<file path="config.mk">
export PLATFORM = sky130hd
export DESIGN_NAME = jtag_fwd_retimer
export DESIGN_NICKNAME = d
export VERILOG_FILES = /design/src/rtl/jtag_retime_pkg.sv /design/src/rtl/jtag_edge_fifo.sv /design/src/rtl/jtag_fwd_retimer.sv
export SDC_FILE = /design/constraint.sdc
export NUM_CORES = 1
export LEC_CHECK = 0
export CAP_MARGIN = 30
export CORE_MARGIN = 2
export CORE_UTILIZATION = 35
export CTS_CLUSTER_DIAMETER = 40
export DETAILED_ROUTE_END_ITERATION = 10
export PLACE_DENSITY = 0.63
export REMOVE_ABC_BUFFERS = 1
export SYNTH_ARGS = -nofsm -noshare
export SYNTH_HDL_FRONTEND = slang
export SYNTH_HIERARCHICAL = 1
export SYNTH_SLANG_ARGS = --single-unit
</file>
<file path="constraint.sdc">
create_clock -name clock -period 4.6 [get_ports clock]
set_clock_uncertainty 0.15 [all_clocks]
set_input_delay 0.46 -clock clock [delete_from_list [all_inputs] [get_ports clock]]
set_output_delay 0.46 -clock clock [all_outputs]
set_load 0.02 [all_outputs]
</file>
<file path="src/rtl/jtag_retime_pkg.sv">
// Shared constants for the JTAG forward retimer: vector bit positions,
// reset vector, LFSR parameters and FSM state encoding.
package jtag_retime_pkg;

   localparam int TCK_BIT = 2;
   localparam int TMS_BIT = 1;
   localparam int TDI_BIT = 0;

   localparam logic [2:0] RESET_VEC = 3'b011;

   localparam int          LFSR_W    = 16;
   localparam logic [15:0] LFSR_MASK = 16'hB400;
   localparam logic [15:0] LFSR_SEED = 16'hACE1;

   typedef enum logic {IDLE, WAIT} state_t;

   function automatic logic [LFSR_W-1:0] lfsr_step(input logic [LFSR_W-1:0] s);
      return (s >> 1) ^ (s[0] ? LFSR_MASK : '0);
   endfunction

endpackage

</file>
<file path="src/rtl/jtag_edge_fifo.sv">
// Small FIFO of {tck,tms,tdi} vectors; can accept one or two entries per
// cycle and reports free slots so the writer can check space up front.
module jtag_edge_fifo
   import jtag_retime_pkg::*;
#(
   parameter int DEPTH = 4
) (
   input  logic                       clock,
   input  logic                       resetn,
   input  logic                       push1,
   input  logic                       push2,
   input  logic [2:0]                 din_a,
   input  logic [2:0]                 din_b,
   input  logic                       pop,
   output logic [2:0]                 head,
   output logic                       empty,
   output logic [$clog2(DEPTH):0]     free
);

   localparam int AW = $clog2(DEPTH);

   logic [2:0]    mem [DEPTH];
   logic [AW-1:0] wr_ptr;
   logic [AW-1:0] rd_ptr;
   logic [AW:0]   count;
   logic [AW:0]   n_push;

   always_comb begin
      n_push = '0;
      if (push2)
         n_push = (AW+1)'(2);
      else if (push1)
         n_push = (AW+1)'(1);
   end

   always_ff @(posedge clock or negedge resetn) begin
      if (!resetn) begin
         wr_ptr <= '0;
         rd_ptr <= '0;
         count  <= '0;
      end else begin
         wr_ptr <= wr_ptr + n_push[AW-1:0];
         if (pop)
            rd_ptr <= rd_ptr + AW'(1);
         count <= count + n_push - (AW+1)'(pop);
      end
   end

   // Storage carries no reset; occupancy alone says what is valid.
   always_ff @(posedge clock) begin
      if (push1 || push2)
         mem[wr_ptr] <= din_a;
      if (push2)
         mem[wr_ptr + AW'(1)] <= din_b;
   end

   assign head  = mem[rd_ptr];
   assign empty = (count == '0);
   assign free  = (AW+1)'(DEPTH) - count;

endmodule

</file>
<file path="src/rtl/jtag_fwd_retimer.sv">
// Re-clocks debugger TCK/TMS/TDI into the PLL domain and re-drives them to
// the target after a base delay plus optional LFSR jitter, preserving order.
module jtag_fwd_retimer
   import jtag_retime_pkg::*;
#(
   parameter int BASE_DELAY  = 2,
   parameter int JITTER_BITS = 3,
   parameter int DEPTH       = 4
) (
   input  logic clock,
   input  logic resetn,
   input  logic tck_in,
   input  logic tms_in,
   input  logic tdi_in,
   input  logic jitter_en,
   output logic tck_out,
   output logic tms_out,
   output logic tdi_out,
   output logic busy,
   output logic overrun
);

   localparam int          AW       = $clog2(DEPTH);
   localparam int          CNT_W    = $clog2(BASE_DELAY + (1 << JITTER_BITS)) + 1;
   localparam logic [15:0] JIT_MASK = 16'((1 << JITTER_BITS) - 1);

   logic [2:0]        sync1, sync2, last_vec;
   logic [2:0]        hold, out_vec, din_a, head;
   logic [AW:0]       free, need;
   logic              changed, split, fits, push1, push2, pop, empty;
   logic [LFSR_W-1:0] lfsr;
   logic [CNT_W-1:0]  cnt, load_val, jit;
   state_t            state, state_n;

   always_ff @(posedge clock or negedge resetn) begin
      if (!resetn) begin
         sync1    <= RESET_VEC;
         sync2    <= RESET_VEC;
         last_vec <= RESET_VEC;
         overrun  <= 1'b0;
         lfsr     <= LFSR_SEED;
      end else begin
         sync1    <= {tck_in, tms_in, tdi_in};
         sync2    <= sync1;
         last_vec <= sync2;
         overrun  <= overrun | (changed & ~fits);
         lfsr     <= lfsr_step(lfsr);
      end
   end

   // A TCK rise that also moves TMS/TDI is split so data reaches the target
   // a full update ahead of the clock edge that samples it.
   always_comb begin
      changed = (sync2 != last_vec);
      split   = changed && sync2[TCK_BIT] && !last_vec[TCK_BIT] &&
                (sync2[TMS_BIT:TDI_BIT] != last_vec[TMS_BIT:TDI_BIT]);
      need    = split ? (AW+1)'(2) : (AW+1)'(1);
      fits    = (free >= need);
      push2   = split & fits;
      push1   = changed & ~split & fits;
      din_a   = split ? {last_vec[TCK_BIT], sync2[TMS_BIT], sync2[TDI_BIT]} : sync2;
   end

   jtag_edge_fifo #(.DEPTH(DEPTH)) u_fifo (
      .clock  (clock),
      .resetn (resetn),
      .push1  (push1),
      .push2  (push2),
      .din_a  (din_a),
      .din_b  (sync2),
      .pop    (pop),
      .head   (head),
      .empty  (empty),
      .free   (free)
   );

   always_comb begin
      jit      = jitter_en ? CNT_W'(lfsr & JIT_MASK) : '0;
      load_val = CNT_W'(BASE_DELAY) + jit;
   end

   always_ff @(posedge clock or negedge resetn) begin
      if (!resetn)
         state <= IDLE;
      else
         state <= state_n;
   end

   always_comb begin
      state_n = state;
      pop     = 1'b0;
      case (state)
         IDLE: begin
            if (!empty) begin
               pop     = 1'b1;
               state_n = WAIT;
            end
         end
         WAIT: begin
            if (cnt == CNT_W'(1))
               state_n = IDLE;
         end
         default: state_n = IDLE;
      endcase
   end

   always_ff @(posedge clock or negedge resetn) begin
      if (!resetn) begin
         hold    <= RESET_VEC;
         cnt     <= '0;
         out_vec <= RESET_VEC;
      end else if (pop) begin
         hold <= head;
         cnt  <= load_val;
      end else if (state == WAIT) begin
         cnt <= cnt - CNT_W'(1);
         if (cnt == CNT_W'(1))
            out_vec <= hold;
      end
   end

   assign tck_out = out_vec[TCK_BIT];
   assign tms_out = out_vec[TMS_BIT];
   assign tdi_out = out_vec[TDI_BIT];
   assign busy    = !empty || (state == WAIT);

endmodule

</file>
* After elaboration in Yosys (flattened, before gate mapping)
Memories as Yosys holds them, arrays and structs flattened. A register that Yosys moved wholly into a read port is not among the register bits.
Index checks and enable logic that the tools add are counted.
** Storage, ports and cells
- Register bits after elaboration :: 42
- Memory bits (writable) :: 12
- Input bits :: 6
- Output and inout bits :: 5
- Word-level logic and storage cells :: 61
- Memories kept :: 1
** Memory list
- u_fifo.mem :: words 4, width 3, read ports 1, clocked after memory_dff 1, write ports 2, line jtag_edge_fifo.sv:22 : logic [2:0] mem [DEPTH];
** Cells by class
- Add/sub/neg operators :: 8
- Magnitude comparators :: 1
- Equal/unequal tests :: 3
- Multiplexer cells :: 16
- Bitwise gates (word level) :: 10
- Reduce and logical (&&, ||, !) cells :: 11
** Operator list (number)
- $mux W16 :: 1
- $xor A15 B16 Y16 :: 1
- $mux W5 :: 2
- $mux W1 :: 8
- $mux W3 :: 2
- $eq A5 B1 Y1 const B :: 1
- $sub A5 B1 Y5 const B :: 1
- $add A2 B1 Y2 const B :: 2
- $add A2 B3 Y4 const A :: 1
- $and A1 B1 Y1 :: 4
- $mux W2 :: 2
- $not A1 Y1 :: 4
- $add A3 B3 Y3 :: 1
- $ge A3 B2 Y1 :: 1
- $logic_and A1 B1 Y1 :: 3
- $logic_not A1 Y1 :: 3
- $logic_not A3 Y1 :: 1
- $ne A3 B3 Y1 :: 1
- $reduce_and A3 Y1 :: 1
- $sub A3 B1 Y3 :: 1
- $sub A3 B3 Y3 const A :: 1
- $add A2 B2 Y2 :: 1
- $logic_or A1 B1 Y1 :: 2
- $ne A2 B2 Y1 :: 1
- 3 further kinds :: 3

* Depth between registers and ports, before layout
- Word-level depth :: 11
- Depth in mapped cells :: 15
- Mapped depth without buffers :: 14

* Cells and area by module
Netlist, hierarchy kept.
** Modules (own cells, without submodules)
- jtag_fwd_retimer :: times used 1, cells an instance 96, area each 1421.4 um^2, seq. area each 973.4 um^2
- jtag_edge_fifo :: times used 1, cells an instance 72, area each 1072.3 um^2, seq. area each 535.5 um^2

* Least setup slack after synthesis
OpenSTA, ideal clock, no wires.
- Path type :: register to register
- Start :: register sync2[1]
- End :: register u_fifo.count[2]
- Setup time :: 0.123 ns
- Arrival time :: 2.927 ns
- Data required time :: 4.327 ns
- Setup slack :: 1.401 ns
- Stages on the path, launching flop included :: 15
- Path buffers :: 1
- Clock period less this slack :: 3.199 ns
- Path through :: dfstp_2 > xor2_1 > o21ai_2 > ha_1 > nand2b_1 > a211oi_1 > nor2_1 > buf_6 > nand2b_1 > xnor2_1 > ha_1 > inv_1 > fa_1 > xnor2_1 > xnor2_1
** Between the ends
- Elaborated cells on any way between the ends :: 15
- Classes of those cells :: add/sub: 2; order compare: 1; eq/ne: 2; mux: 3; bitwise: 4; reduce/logical: 3
** RTL lines
- from (decl) :: line jtag_fwd_retimer.sv:27 : logic [2:0] sync1, sync2, last_vec;
- from (signal assigned) :: line jtag_fwd_retimer.sv:44 : sync2 <= sync1;
- $ne A3 B3 Y1 :: line jtag_fwd_retimer.sv:54 : changed = (sync2 != last_vec);
- $logic_and A1 B1 Y1 (2 in a row) :: line jtag_fwd_retimer.sv:55 : split = changed && sync2[TCK_BIT] && !last_vec[TCK_BIT] &&
- $logic_and A1 B1 Y1 * :: line jtag_fwd_retimer.sv:55
- $mux W2 :: line jtag_fwd_retimer.sv:57 : need = split ? (AW+1)'(2) : (AW+1)'(1);
- $ge A3 B2 Y1 :: line jtag_fwd_retimer.sv:58 : fits = (free >= need);
- $and A1 B1 Y1 * :: line jtag_fwd_retimer.sv:59 : push2 = split & fits;
- net push2 :: line jtag_fwd_retimer.sv:30 : logic changed, split, fits, push1, push2, pop, empty;
- $mux W2 * :: line jtag_edge_fifo.sv:30 : if (push2)
- $add A3 B3 Y3 * :: line jtag_edge_fifo.sv:45 : count <= count + n_push - (AW+1)'(pop);
- $sub A3 B1 Y3 * :: line jtag_edge_fifo.sv:45
- to (signal assigned) :: line jtag_edge_fifo.sv:45
- to (decl) :: line jtag_edge_fifo.sv:25 : logic [AW:0] count;
Mark *: on every way through the listed nets, which the timed path passes. The rest lies on a longest branch.
A chain may end at the register's enable or synchronous reset.

* Final worst setup path
- Start :: register sync2[0]
- End :: register u_fifo.count[2]
The elaborated chain is that of the path after synthesis.

==> results.txt <==
----------------------------------------------------
[Timing]
  Final setup violation count ... 0
  Transition time at the pin with the least slew margin ... 0.681 ns
  Worst slew margin relative to its limit ... 54.4%
  RSZ-0062 raised after global routing ... no
  Minimum setup slack in the final design ... 1.11 ns
  Maximum clock frequency ... 287 MHz
  Final Critical Period ... 3.49 ns
  Final period utilization ... 75.9%
  Fin. max-slew vios ... 0
  Final Hold Fails ... 0
  Final total negative setup slack ... 0 ns

[Worst setup path]
  Worst setup path category ... reg2reg
  Most used cell along the critical path ... xnor2_1
  Crit path cell chain ... xor2_1, o21ai_2, ha_1, nand2b_1, a211oi_1, nor2_1, nand2b_1, xnor2_1, ha_1, inv_1, fa_1, xnor2_1, xnor2_1
  Highest-delay cell along the critical path ... dfstp_2
  Worst Setup SP ... sync2[0]
  Critical path fanouts, max ... 10
  Startpoint type of the worst setup path ... flip-flop
  CP Data Required Time ... 4.71 ns
  Delay of the slowest critical-path stage ... 0.61 ns
  Data arrival at the endpoint of the critical path ... 3.60 ns
  Category of the worst setup path capture point ... flip-flop
  Worst R2R Setup Slack ... 1.11 ns
  Worst r2r dst ... u_fifo/count[2]
  Cell count of the worst reg-to-reg path ... 13
  Launch point of the worst reg-to-reg path ... sync2[0]

[Logic synthesis]
  Post-synthesis cell type with the largest combined area ... dfrtp_1
  Fraction of synthesized cell area in xor and xnor cells ... 4.21%
  Fraction of synthesized cell area taken by the top area cell type ... 27.1%
  Register bit count reported by yosys ... 57
  Simple-gate portion of the synthesized area ... 7.43%
  Seq/Total Area, Yosys ... 60.5%
  Main combinational cell family by area after synthesis ... multiplexers
  Complex-gate fraction of the synthesized area ... 5.02%
  Syn Std Cell Area ... 0.00249 mm²
  Top cells by count, synth ... dfrtp_1 (27), mux2_2 (20), dfstp_2 (18)
  Multiplexer share of the synthesized area ... 12.6%
  Area share of fa/ha/maj cells after synthesis ... 5.82%
  Synth Warn # ... 6
  Number of enable flip-flop cells after synthesis ... 12
  Async set-or-reset flop fraction in the synthesized netlist ... 78.9%
  Number of distinct standard cells referenced by the synthesized netlist ... 39
  Synth top area cells ... dfrtp_1 (27%), dfstp_2 (19%), edfxtp_1 (14%)
  Count of mapped cells out of synthesis ... 168
  Most frequent cell after synthesis ... dfrtp_1
  Leading register cell type out of synthesis ... dfrtp_1
  Average footprint of a synthesized cell ... 14.8 µm²

[Worst hold path]
  Kind of path behind the tightest hold check ... reg2reg
  Number of stages on the worst hold path ... 0
  Endpoint of the worst hold-timing path ... lfsr[7]
  Startpoint of the lowest-slack hold path ... lfsr[8]

[Placement]
  HPWL Detailed ... 2540 µm
  Instance area after placement ... 0.00268 mm²
  Number of buffers added on ports ... 10
  Last weighted congestion value of the routability-driven placer ... 0.760
  Post-placement setup slack ... 1.08 ns

[Clock tree]
  Root cell of the clock tree ... clkbuf_8
  Cts bufs inserted ... 9
  Number of sinks on the clock net ... 57
  Number of levels the H-tree was split into ... 3
  Register clock-pin slew on the reported worst setup and hold paths ... 0.06 ns
  Worst skew pair latency ... 0.33 ns
  Setup Fix Bufs, Post-CTS ... 0
  Number of instances resized during post-cts repair ... 0
  TritonCTS clock tree ... built
  Largest buffer count on any clock path ... 2

[Power]
  Peak supply drop ... 0.233 mV
  PD cells ... 596 mW/mm²
  Leakage power total ... 0.00122 µW

[Finish]
  Area growth from synthesis to layout ... 14.5%
  Number of antenna repair diodes ... 0
  Fraction of final layout cells with drive strength greater than 1 ... 31.9%
  Layout Cell Area excl Fill ... 0.00286 mm²
  Total Nets Final ... 203
  Post-layout util ... 41.8%
  Layout filler cell count ... 674

[Route]
  Total number of vias ... 1264
  Initial detailed-routing violation count ... 46
  Number of search-and-repair iterations in the first detailed-routing pass ... 4
  Antenna-violating nets left ... 0
  Final routed wirelength across all metal layers ... 3610 µm
  Routed len/inst ... 12.6 µm
  DRC ... 0
  Via count normalized by instance count ... 4.40

[Global routing]
  Number of antenna violations at the first check in global routing ... 0
  Number of global-route vias before repair ... 1345
  Maximum number of pins on one net before global-route repair ... 32
  Wire length of the first global-routing pass ... 6470 µm
  Congestion Overflow GR ... 0
  Overall global routing resource usage ... 11.4%

[Floorplanning]
  Initial core utilization ... 36.5%
  Boundary pin count ... 11
  Vertical die dimension ... 88.4 µm
  Row Count ... 30
  Placeable core region ... 0.00683 mm²
  Full die area ... 0.00782 mm²
  Die outline width ... 88.4 µm

[Job]
  Max-capacitance violation count ... 0

[Outcome]
  Outcome ... complete, no violations

----------------------------------------------------
## per-layer routing
metal	track usage, %	share of wire, %	up-vias
met5	0	0	-
met4	5.37	2.0	0
met3	5.60	4.2	5
met2	16.5	46	22
met1	14.4	48	617
li1	-	-	620
## what timing repair did
item / in CTS / in global routing
endpoints found under the hold margin: 7 / 0
hold buffers: 1 / 0
endpoints found under the setup margin: 0 / 0
## sequential cells by signal, indices dropped and copies added (netlist names)
name           flops
u_fifo/wr_ptr      2
sync1              3
out_vec            3
cnt                5
u_fifo/rd_ptr      2
u_fifo/mem        12
sync2              3
hold               3
u_fifo/count       3
last_vec           3
lfsr              16
state              1
overrun            1
## worst max-delay path by stage
stage,end,cells after the start
finish,u_fifo/count[2],13
detailed placement,u_fifo/count[2],13
floorplan,u_fifo/count[2],13
CTS,u_fifo/count[2],13
global route,u_fifo/count[2],13
global placement,u_fifo/count[2],13
## stage by stage
step | cells | hold WS, ns | total power, µW
floorplan | 162 | 0.0144 | 1190
CTS | 287 | 0.201 | 1730
global placement | 269 | 0.185 | 1310
finish | 287 | 0.197 | 1700
detailed placement | 270 | 0.186 | 1340
global route | 287 | 0.203 | 1830
## cell usage in the layout, fill, tap and decap left out, types with 2 or more instances in the layout
cell	synthesis	final
mux2_2	20	20
nor2b_1	2	2
nand3b_4	2	2
nor2_1	4	4
dfrtp_1	27	27
and2_1	3	3
clkbuf_8	0	9
a32oi_1	2	2
nand2b_1	2	2
nand2_1	3	3
mux4_1	3	3
nand3_1	3	3
edfxtp_1	12	12
dfstp_2	18	18
inv_1	15	15
xor2_1	6	6
o21ai_0	4	4
ha_1	10	10
xnor2_1	6	6
clkinv_2	0	3
clkdlybuf4s50_1	0	9
a21oi_1	3	3
## critical path: cells and delay by family (launching register included)
| family | cells | cell delay [ns] |
|---|---|---|
| xor+xnor | 4 | 0.69 |
| buf+inv | 1 | 0.05 |
| simple gates | 3 | 0.90 |
| compound gates | 2 | 0.21 |
| fa+ha+maj | 3 | 0.82 |
| flops | 1 | 0.61 |
## logic make-up (layout without fill, tap and decap cells)
family          Yosys count  after routing
mux                      24             24
fa+ha+maj                11             11
buf+inv                  21             44
xor+xnor                 12             12
compound gates           18             18
simple gates             25             25
flops                    57             57
## layout make-up
class                           instances  area, µm²  share of cell area [%]
Multi-Input combinational cell         90        875                    30.6
Clock inverter                          6       35.0                    1.23
Sequential cell                        57       1510                    52.8
Timing Repair Buffer                   13        133                    4.65
Inverter                               15       56.3                    1.97
Clock buffer                           10        128                    4.47
Tap cell                               96        120                    4.21
## power by group
| group | internal (µW) | total [µW] | switching, µW |
|---|---|---|---|
| clock | 191 | 380 | 189 |
| combinational | 283 | 539 | 257 |
| sequential | 678 | 782 | 104 |
Note: power is estimated with default switching activity, not from simulation.
